`src/rtl/ctrl_pkg.sv`:
```
// rtl/ctrl_pkg.sv - shared state, opcode and ALUop encodings for datapath_ctrl (CTRL_ILLEGAL_TRAP_EN adds ERROR)
package ctrl_pkg;

  `ifdef CTRL_ILLEGAL_TRAP_EN
  typedef enum logic [2:0] {
    S_WAIT, S_DECODE, S_GET_A, S_GET_B, S_ALU, S_WRITE_REG, S_WRITE_IMM, S_ERROR
  } state_e;
  `else
  typedef enum logic [2:0] {
    S_WAIT, S_DECODE, S_GET_A, S_GET_B, S_ALU, S_WRITE_REG, S_WRITE_IMM
  } state_e;
  `endif

  localparam logic [2:0] OPC_MOV    = 3'b110;
  localparam logic [2:0] OPC_ALU    = 3'b101;
  localparam logic [1:0] OP_MOV_REG = 2'b00;
  localparam logic [1:0] OP_MOV_IMM = 2'b10;
  localparam logic [1:0] OP_CMP     = 2'b01;

  localparam logic [1:0] ALU_ADD = 2'b00;
  localparam logic [1:0] ALU_SUB = 2'b01;
  localparam logic [1:0] ALU_AND = 2'b10;
  localparam logic [1:0] ALU_NOT = 2'b11;

  typedef struct packed {
    logic [2:0]  opcode;
    logic [1:0]  op;
    logic [2:0]  rn;
    logic [2:0]  rd;
    logic [1:0]  sh;
    logic [2:0]  rm;
    logic [15:0] sximm8;
  } ir_fields_t;

endpackage

```
`src/rtl/datapath_ctrl_if.sv`:
```
// rtl/datapath_ctrl_if.sv - instruction/handshake inputs and datapath strobes of datapath_ctrl
interface datapath_ctrl_if;
  logic [15:0] in;
  logic        load;
  logic        s;
  logic        w;
  logic        err;
  logic [2:0]  readnum;
  logic [2:0]  writenum;
  logic        vsel;
  logic        loada;
  logic        loadb;
  logic        asel;
  logic        bsel;
  logic        loadc;
  logic        loads;
  logic        write;
  logic [1:0]  shift;
  logic [1:0]  ALUop;
  logic [15:0] datapath_in;

  modport master (
    output in, load, s,
    input  w, err, readnum, writenum, vsel, loada, loadb, asel, bsel,
           loadc, loads, write, shift, ALUop, datapath_in
  );

  modport slave (
    input  in, load, s,
    output w, err, readnum, writenum, vsel, loada, loadb, asel, bsel,
           loadc, loads, write, shift, ALUop, datapath_in
  );
endinterface

```
`src/rtl/ctrl_decode.sv`:
```
// rtl/ctrl_decode.sv - combinational IR field split and im8 sign extension
module ctrl_decode
  import ctrl_pkg::*;
(
  input  logic [15:0] ir_i,
  output ir_fields_t  fields_o
);

  assign fields_o.opcode = ir_i[15:13];
  assign fields_o.op     = ir_i[12:11];
  assign fields_o.rn     = ir_i[10:8];
  assign fields_o.rd     = ir_i[7:5];
  assign fields_o.sh     = ir_i[4:3];
  assign fields_o.rm     = ir_i[2:0];
  assign fields_o.sximm8 = {{8{ir_i[7]}}, ir_i[7:0]};

endmodule

```
`src/rtl/datapath_ctrl.sv`:
```
// rtl/datapath_ctrl.sv - instruction register and Moore control FSM for the datapath
// CTRL_ILLEGAL_TRAP_EN: illegal opcodes trap in ERROR until reset instead of returning to WAIT.
module datapath_ctrl
  import ctrl_pkg::*;
(
  input  logic           clk,
  input  logic           rst_n,
  datapath_ctrl_if.slave bus
);

  logic [15:0] ir_q, ir_d;
  state_e      state_q, state_d;
  ir_fields_t  f;
  logic        is_mov_imm, is_mov_reg, is_alu, is_cmp;

  ctrl_decode u_decode (
    .ir_i     (ir_q),
    .fields_o (f)
  );

  assign is_mov_imm = (f.opcode == OPC_MOV) && (f.op == OP_MOV_IMM);
  assign is_mov_reg = (f.opcode == OPC_MOV) && (f.op == OP_MOV_REG);
  assign is_alu     = (f.opcode == OPC_ALU);
  assign is_cmp     = is_alu && (f.op == OP_CMP);

  // IR captures in every state so DECODE sees a word loaded on the start edge
  assign ir_d = bus.load ? bus.in : ir_q;

  always_ff @(posedge clk) begin
    if (!rst_n) begin
      state_q <= S_WAIT;
      ir_q    <= '0;
    end else begin
      state_q <= state_d;
      ir_q    <= ir_d;
    end
  end

  always_comb begin
    state_d         = state_q;
    bus.w           = 1'b0;
    bus.err         = 1'b0;
    bus.readnum     = '0;
    bus.writenum    = '0;
    bus.vsel        = 1'b0;
    bus.loada       = 1'b0;
    bus.loadb       = 1'b0;
    bus.asel        = 1'b0;
    bus.bsel        = 1'b0;
    bus.loadc       = 1'b0;
    bus.loads       = 1'b0;
    bus.write       = 1'b0;
    bus.shift       = '0;
    bus.ALUop       = '0;
    bus.datapath_in = '0;

    case (state_q)
      S_WAIT: begin
        bus.w = 1'b1;
        if (bus.s) state_d = S_DECODE;
      end
      S_DECODE: begin
        if (is_mov_imm)      state_d = S_WRITE_IMM;
        else if (is_mov_reg) state_d = S_GET_B;
        else if (is_alu)     state_d = S_GET_A;
        else begin
          `ifdef CTRL_ILLEGAL_TRAP_EN
          state_d = S_ERROR;
          `else
          state_d = S_WAIT;
          `endif
        end
      end
      S_GET_A: begin
        bus.readnum = f.rn;
        bus.loada   = 1'b1;
        state_d     = S_GET_B;
      end
      S_GET_B: begin
        bus.readnum = f.rm;
        bus.loadb   = 1'b1;
        state_d     = S_ALU;
      end
      S_ALU: begin
        bus.shift = f.sh;
        // MOV reg passes B through the adder with A forced to zero
        if (is_mov_reg) begin
          bus.asel  = 1'b1;
          bus.ALUop = ALU_ADD;
        end else begin
          bus.ALUop = f.op;
        end
        if (is_cmp) begin
          bus.loads = 1'b1;
          state_d   = S_WAIT;
        end else begin
          bus.loadc = 1'b1;
          state_d   = S_WRITE_REG;
        end
      end
      S_WRITE_REG: begin
        bus.writenum = f.rd;
        bus.write    = 1'b1;
        state_d      = S_WAIT;
      end
      S_WRITE_IMM: begin
        bus.writenum    = f.rn;
        bus.vsel        = 1'b1;
        bus.write       = 1'b1;
        bus.datapath_in = f.sximm8;
        state_d         = S_WAIT;
      end
      `ifdef CTRL_ILLEGAL_TRAP_EN
      S_ERROR: begin
        bus.err = 1'b1;
      end
      `endif
      default: state_d = S_WAIT;
    endcase
  end

endmodule

```
`src/flat_wrapper.sv`:
```
// flat-port wrapper written by rule: the top's interface ports become plain ports
module datapath_ctrl_flat import ctrl_pkg::*;
  (clk, rst_n, bus_in, bus_load, bus_s, bus_w, bus_err, bus_readnum, bus_writenum, bus_vsel, bus_loada, bus_loadb, bus_asel, bus_bsel, bus_loadc, bus_loads, bus_write, bus_shift, bus_ALUop, bus_datapath_in);
  datapath_ctrl_if bus_i ();
  input  logic clk;
  input  logic rst_n;
  input wire logic [$bits(bus_i.in)-1:0] bus_in;
  input wire logic [$bits(bus_i.load)-1:0] bus_load;
  input wire logic [$bits(bus_i.s)-1:0] bus_s;
  output wire logic [$bits(bus_i.w)-1:0] bus_w;
  output wire logic [$bits(bus_i.err)-1:0] bus_err;
  output wire logic [$bits(bus_i.readnum)-1:0] bus_readnum;
  output wire logic [$bits(bus_i.writenum)-1:0] bus_writenum;
  output wire logic [$bits(bus_i.vsel)-1:0] bus_vsel;
  output wire logic [$bits(bus_i.loada)-1:0] bus_loada;
  output wire logic [$bits(bus_i.loadb)-1:0] bus_loadb;
  output wire logic [$bits(bus_i.asel)-1:0] bus_asel;
  output wire logic [$bits(bus_i.bsel)-1:0] bus_bsel;
  output wire logic [$bits(bus_i.loadc)-1:0] bus_loadc;
  output wire logic [$bits(bus_i.loads)-1:0] bus_loads;
  output wire logic [$bits(bus_i.write)-1:0] bus_write;
  output wire logic [$bits(bus_i.shift)-1:0] bus_shift;
  output wire logic [$bits(bus_i.ALUop)-1:0] bus_ALUop;
  output wire logic [$bits(bus_i.datapath_in)-1:0] bus_datapath_in;
  assign bus_i.in = bus_in;
  assign bus_i.load = bus_load;
  assign bus_i.s = bus_s;
  assign bus_w = bus_i.w;
  assign bus_err = bus_i.err;
  assign bus_readnum = bus_i.readnum;
  assign bus_writenum = bus_i.writenum;
  assign bus_vsel = bus_i.vsel;
  assign bus_loada = bus_i.loada;
  assign bus_loadb = bus_i.loadb;
  assign bus_asel = bus_i.asel;
  assign bus_bsel = bus_i.bsel;
  assign bus_loadc = bus_i.loadc;
  assign bus_loads = bus_i.loads;
  assign bus_write = bus_i.write;
  assign bus_shift = bus_i.shift;
  assign bus_ALUop = bus_i.ALUop;
  assign bus_datapath_in = bus_i.datapath_in;
  datapath_ctrl u_core (.clk(clk), .rst_n(rst_n), .bus(bus_i));
endmodule
```
`config.mk`:
```
export PLATFORM = sky130hd
export DESIGN_NAME = datapath_ctrl_flat
export DESIGN_NICKNAME = d
export VERILOG_FILES = /design/src/rtl/ctrl_pkg.sv /design/src/rtl/datapath_ctrl_if.sv /design/src/rtl/ctrl_decode.sv /design/src/rtl/datapath_ctrl.sv /design/src/flat_wrapper.sv
export SDC_FILE = /design/constraint.sdc
export NUM_CORES = 1
export LEC_CHECK = 0
export CORE_ASPECT_RATIO = 1.4
export CORE_MARGIN = 2
export CORE_UTILIZATION = 36
export DETAILED_ROUTE_END_ITERATION = 8
export GPL_ROUTABILITY_DRIVEN = 1
export GPL_TIMING_DRIVEN = 0
export PLACE_DENSITY_LB_ADDON = 0.15
export SYNTH_ARGS = -nofsm -noshare
export SYNTH_HDL_FRONTEND = slang
export SYNTH_SLANG_ARGS = --single-unit
```
`constraint.sdc`:
```
create_clock -name clk -period 3.7 [get_ports clk]
set_input_delay 0.925 -clock clk [delete_from_list [all_inputs] [get_ports clk]]
set_output_delay 0.925 -clock clk [all_outputs]
set_load 0.05 [all_outputs]
```
==> flow_metrics.tcl <==
set metrics [dict create \
    status "finished, final reports clean" \
    crit_top_cell "buf_2" \
    relSlewSlack_pct 65.7 \
    final_hold_viol_count 0 \
    portBuffers 52 \
    ios 56 \
    worst_setup_hold_path_clk_slew_ps 70 \
    synth_seq_area_share_pct 33.6 \
    r2r-end "u_core.state_q[2]" \
    max-cap-violations 0 \
    period_needed_ps 3420 \
    antenna_found_initial 0 \
    clock-sinks 19 \
    dp.cells 220 \
    whs_path_depth 2 \
    rr_worst_depth 4 \
    nNetsFinal 206 \
    slowest_delay_ps 790 \
    yosys.cell_count.top_type "nor2b_1" \
    syn_inst 128 \
    fin_crit_sh_pct 92.6 \
    core_area_um2 3060 \
    dieArea_um2 3620 \
    skew_ps 0.751 \
    overflow 0 \
    finalMaxSlewViolations 0 \
    wl_mm 2.90 \
    drcViolationCount 0 \
    firstDrtPassIters 4 \
    crit_chain "buf_2 -> nor2b_4 -> buf_2 -> and3_1 -> buf_4 -> clkdlybuf4s50_1" \
    synth_top_area_share_pct 33.6 \
    cts_hold_buf 0 \
    worstSkewPairLatency_ps 260 \
    seq_area_um2 380 \
    hold_path_end "u_core.ir_q[3]" \
    async_flop_share_pct 0 \
    cts_inserted_buffers 3 \
    power.density_nw_per_um2 256 \
    reg2reg_setup_slack_ps 2480 \
    crit_arrival_ps 2500 \
    endpoint_kind "primary output" \
    path_buf_inv 4 \
    multiInputGateArea_um2 634 \
    cts-resized-gates 0 \
    critPathSlowestCell "clkdlybuf4s50_1" \
    hp-start "u_core.ir_q[3]" \
    hold_path.class "register to register" \
    n_antenna_cell 0 \
    wl_per_cell_um 12.9 \
    startpoint "u_core.state_q[1]" \
    syn_area_um2 1130 \
    viasPerCell 4.83 \
    grt_use_total_pct 17.1 \
    max_freq_mhz 292 \
    r2r-start "u_core.state_q[0]" \
    area_growth_pct 54.6 \
    vias 1082 \
    post-cts-setup-buffer-count 0 \
    setup_viol 0 \
    power.leakage_nw 0.732 \
    grt_pass1_wl_mm 4.84 \
    synth_common_cells "nor2b_1 (21), dfxtp_1 (19), mux2i_1 (16)" \
    cp_data_required_time_ps 2770 \
    cts_tree "yes" \
    root_buffer "clkbuf_8" \
    drt_iter0_drc 12 \
    htree_levels 1 \
    ys.flop_type "dfxtp_1" \
    grt_pass1_vias 1071 \
    cp-start-kind "register" \
    rsz0062_at_grt "no" \
    finalPower_w 0.000449 \
    crit_family "buffers and inverters" \
    dp_hpwl_mm 2.21 \
    row_count 24 \
    synth_edf_count 0 \
    start_util_pct 37.0 \
    ir_worst_vdd_uv 170 \
    fin_tns_setup_ps 0 \
    crit_type "register to primary output" \
    avgSynthCellArea_um2 8.85 \
    yosysWarnings 0 \
    clock_path_buffers 2 \
    fin_cells 224 \
    synth_area_leader_cell "dfxtp_1" \
    die_width_um 51.4 \
    finalWeightedCongestion 0.729 \
    fill_cells 302 \
    crit_fanout 10 \
    ys_top_cells_by_area "dfxtp_1 (34%), mux2i_1 (14%), nor2b_1 (12%)" \
    ant_nets 0 \
    synth_cell_types 31 \
    grt_max_degree 11 \
    drive_gt1_share_pct 13.5 \
    dieHeight_um 70.4 \
    worst_pin_slew_ps 512 \
    synth-seq-cells 19 \
]
==> routing by layer <==
metal / vias to the layer above / GRT usage, % / wire [µm]
li1: 538 / - / -
met1: 492 / 19.8 / 1140
met2: 46 / 31.2 / 1490
met3: 6 / 3.21 / 224
met4: 0 / 4.39 / 42
met5: - / 0 / 0
==> worst max path at each step <==
stage	slack, ps	cells after the start	endpoint
6_report	280	6	bus_datapath_in[9]
5_1_grt	140	6	bus_datapath_in[8]
4_1_cts	260	6	bus_datapath_in[9]
3_5_place_dp	540	6	bus_datapath_in[15]
3_3_place_gp	580	6	bus_datapath_in[8]
2_1_floorplan	910	3	bus_readnum[0]
==> cells by family (layout without fill, tap and decap cells) <==
| kind of cell | Yosys count | after routing | share of synthesized area [%] |
|---|---|---|---|
| simple gates | 59 | 59 | 32.9 |
| buf+inv | 20 | 76 | 10.7 |
| mux | 16 | 16 | 14.1 |
| compound gates | 13 | 13 | 8.29 |
| flops | 19 | 19 | 33.6 |
| other cells | 1 | 2 | 0.331 |
==> state kept, by name, indices dropped and copies added (netlist names) <==
register,count
u_core.ir_q,16
u_core.state_q,3
==> metrics by stage <==
step	hold slack [ps]	util (%)	setup WS [ps]	area [µm²]
final	539	57.1	275	1750
after global routing	565	57.1	141	1750
after CTS	539	57.1	258	1750
after detailed placement	528	55.7	543	1710
after global placement	510	55.7	580	1710
after floorplan	489	-	909	1140
==> worst reg2reg max path, stage by stage, from the launching register on <==
cell,delay (ps)
dfxtp_1,520
nand2_1,90
nor2_1,360
a311oi_1,90
nor2_1,110
==> where the power goes <==
| group | internal [W] | switching [W] |
|---|---|---|
| clock network | 0.0000767 | 0.0000715 |
| registers | 0.000216 | 0.0000117 |
| logic | 0.0000402 | 0.0000329 |
| total | 0.000333 | 0.000116 |
==> area by class of cell <==
cell class              instances  area share [%]
repair buffers                 52            29.7
flip-flops and latches         19            21.7
multi-input cells              90            36.2
well taps                      39            2.79
inverters                       2           0.429
plain buffers                  18            6.50
clock buffers                   4            2.57
==> cell usage in the layout (no fill, tap or decap), drive strengths merged <==
cell type / instances
a21oi: 1
a221oi: 1
a22o: 3
a22oi: 3
a311oi: 1
and2: 1
and2b: 1
and3: 12
buf: 15
clkbuf: 7
clkdlybuf4s50: 52
conb: 2
dfxtp: 19
inv: 2
mux2i: 16
nand2: 4
nand2b: 1
nand3: 2
nand3b: 1
nor2: 8
nor2b: 22
nor3: 4
nor4: 1
o21a: 1
o21ai: 3
or2: 1
or3b: 1
(Power assumes the default switching activity.)
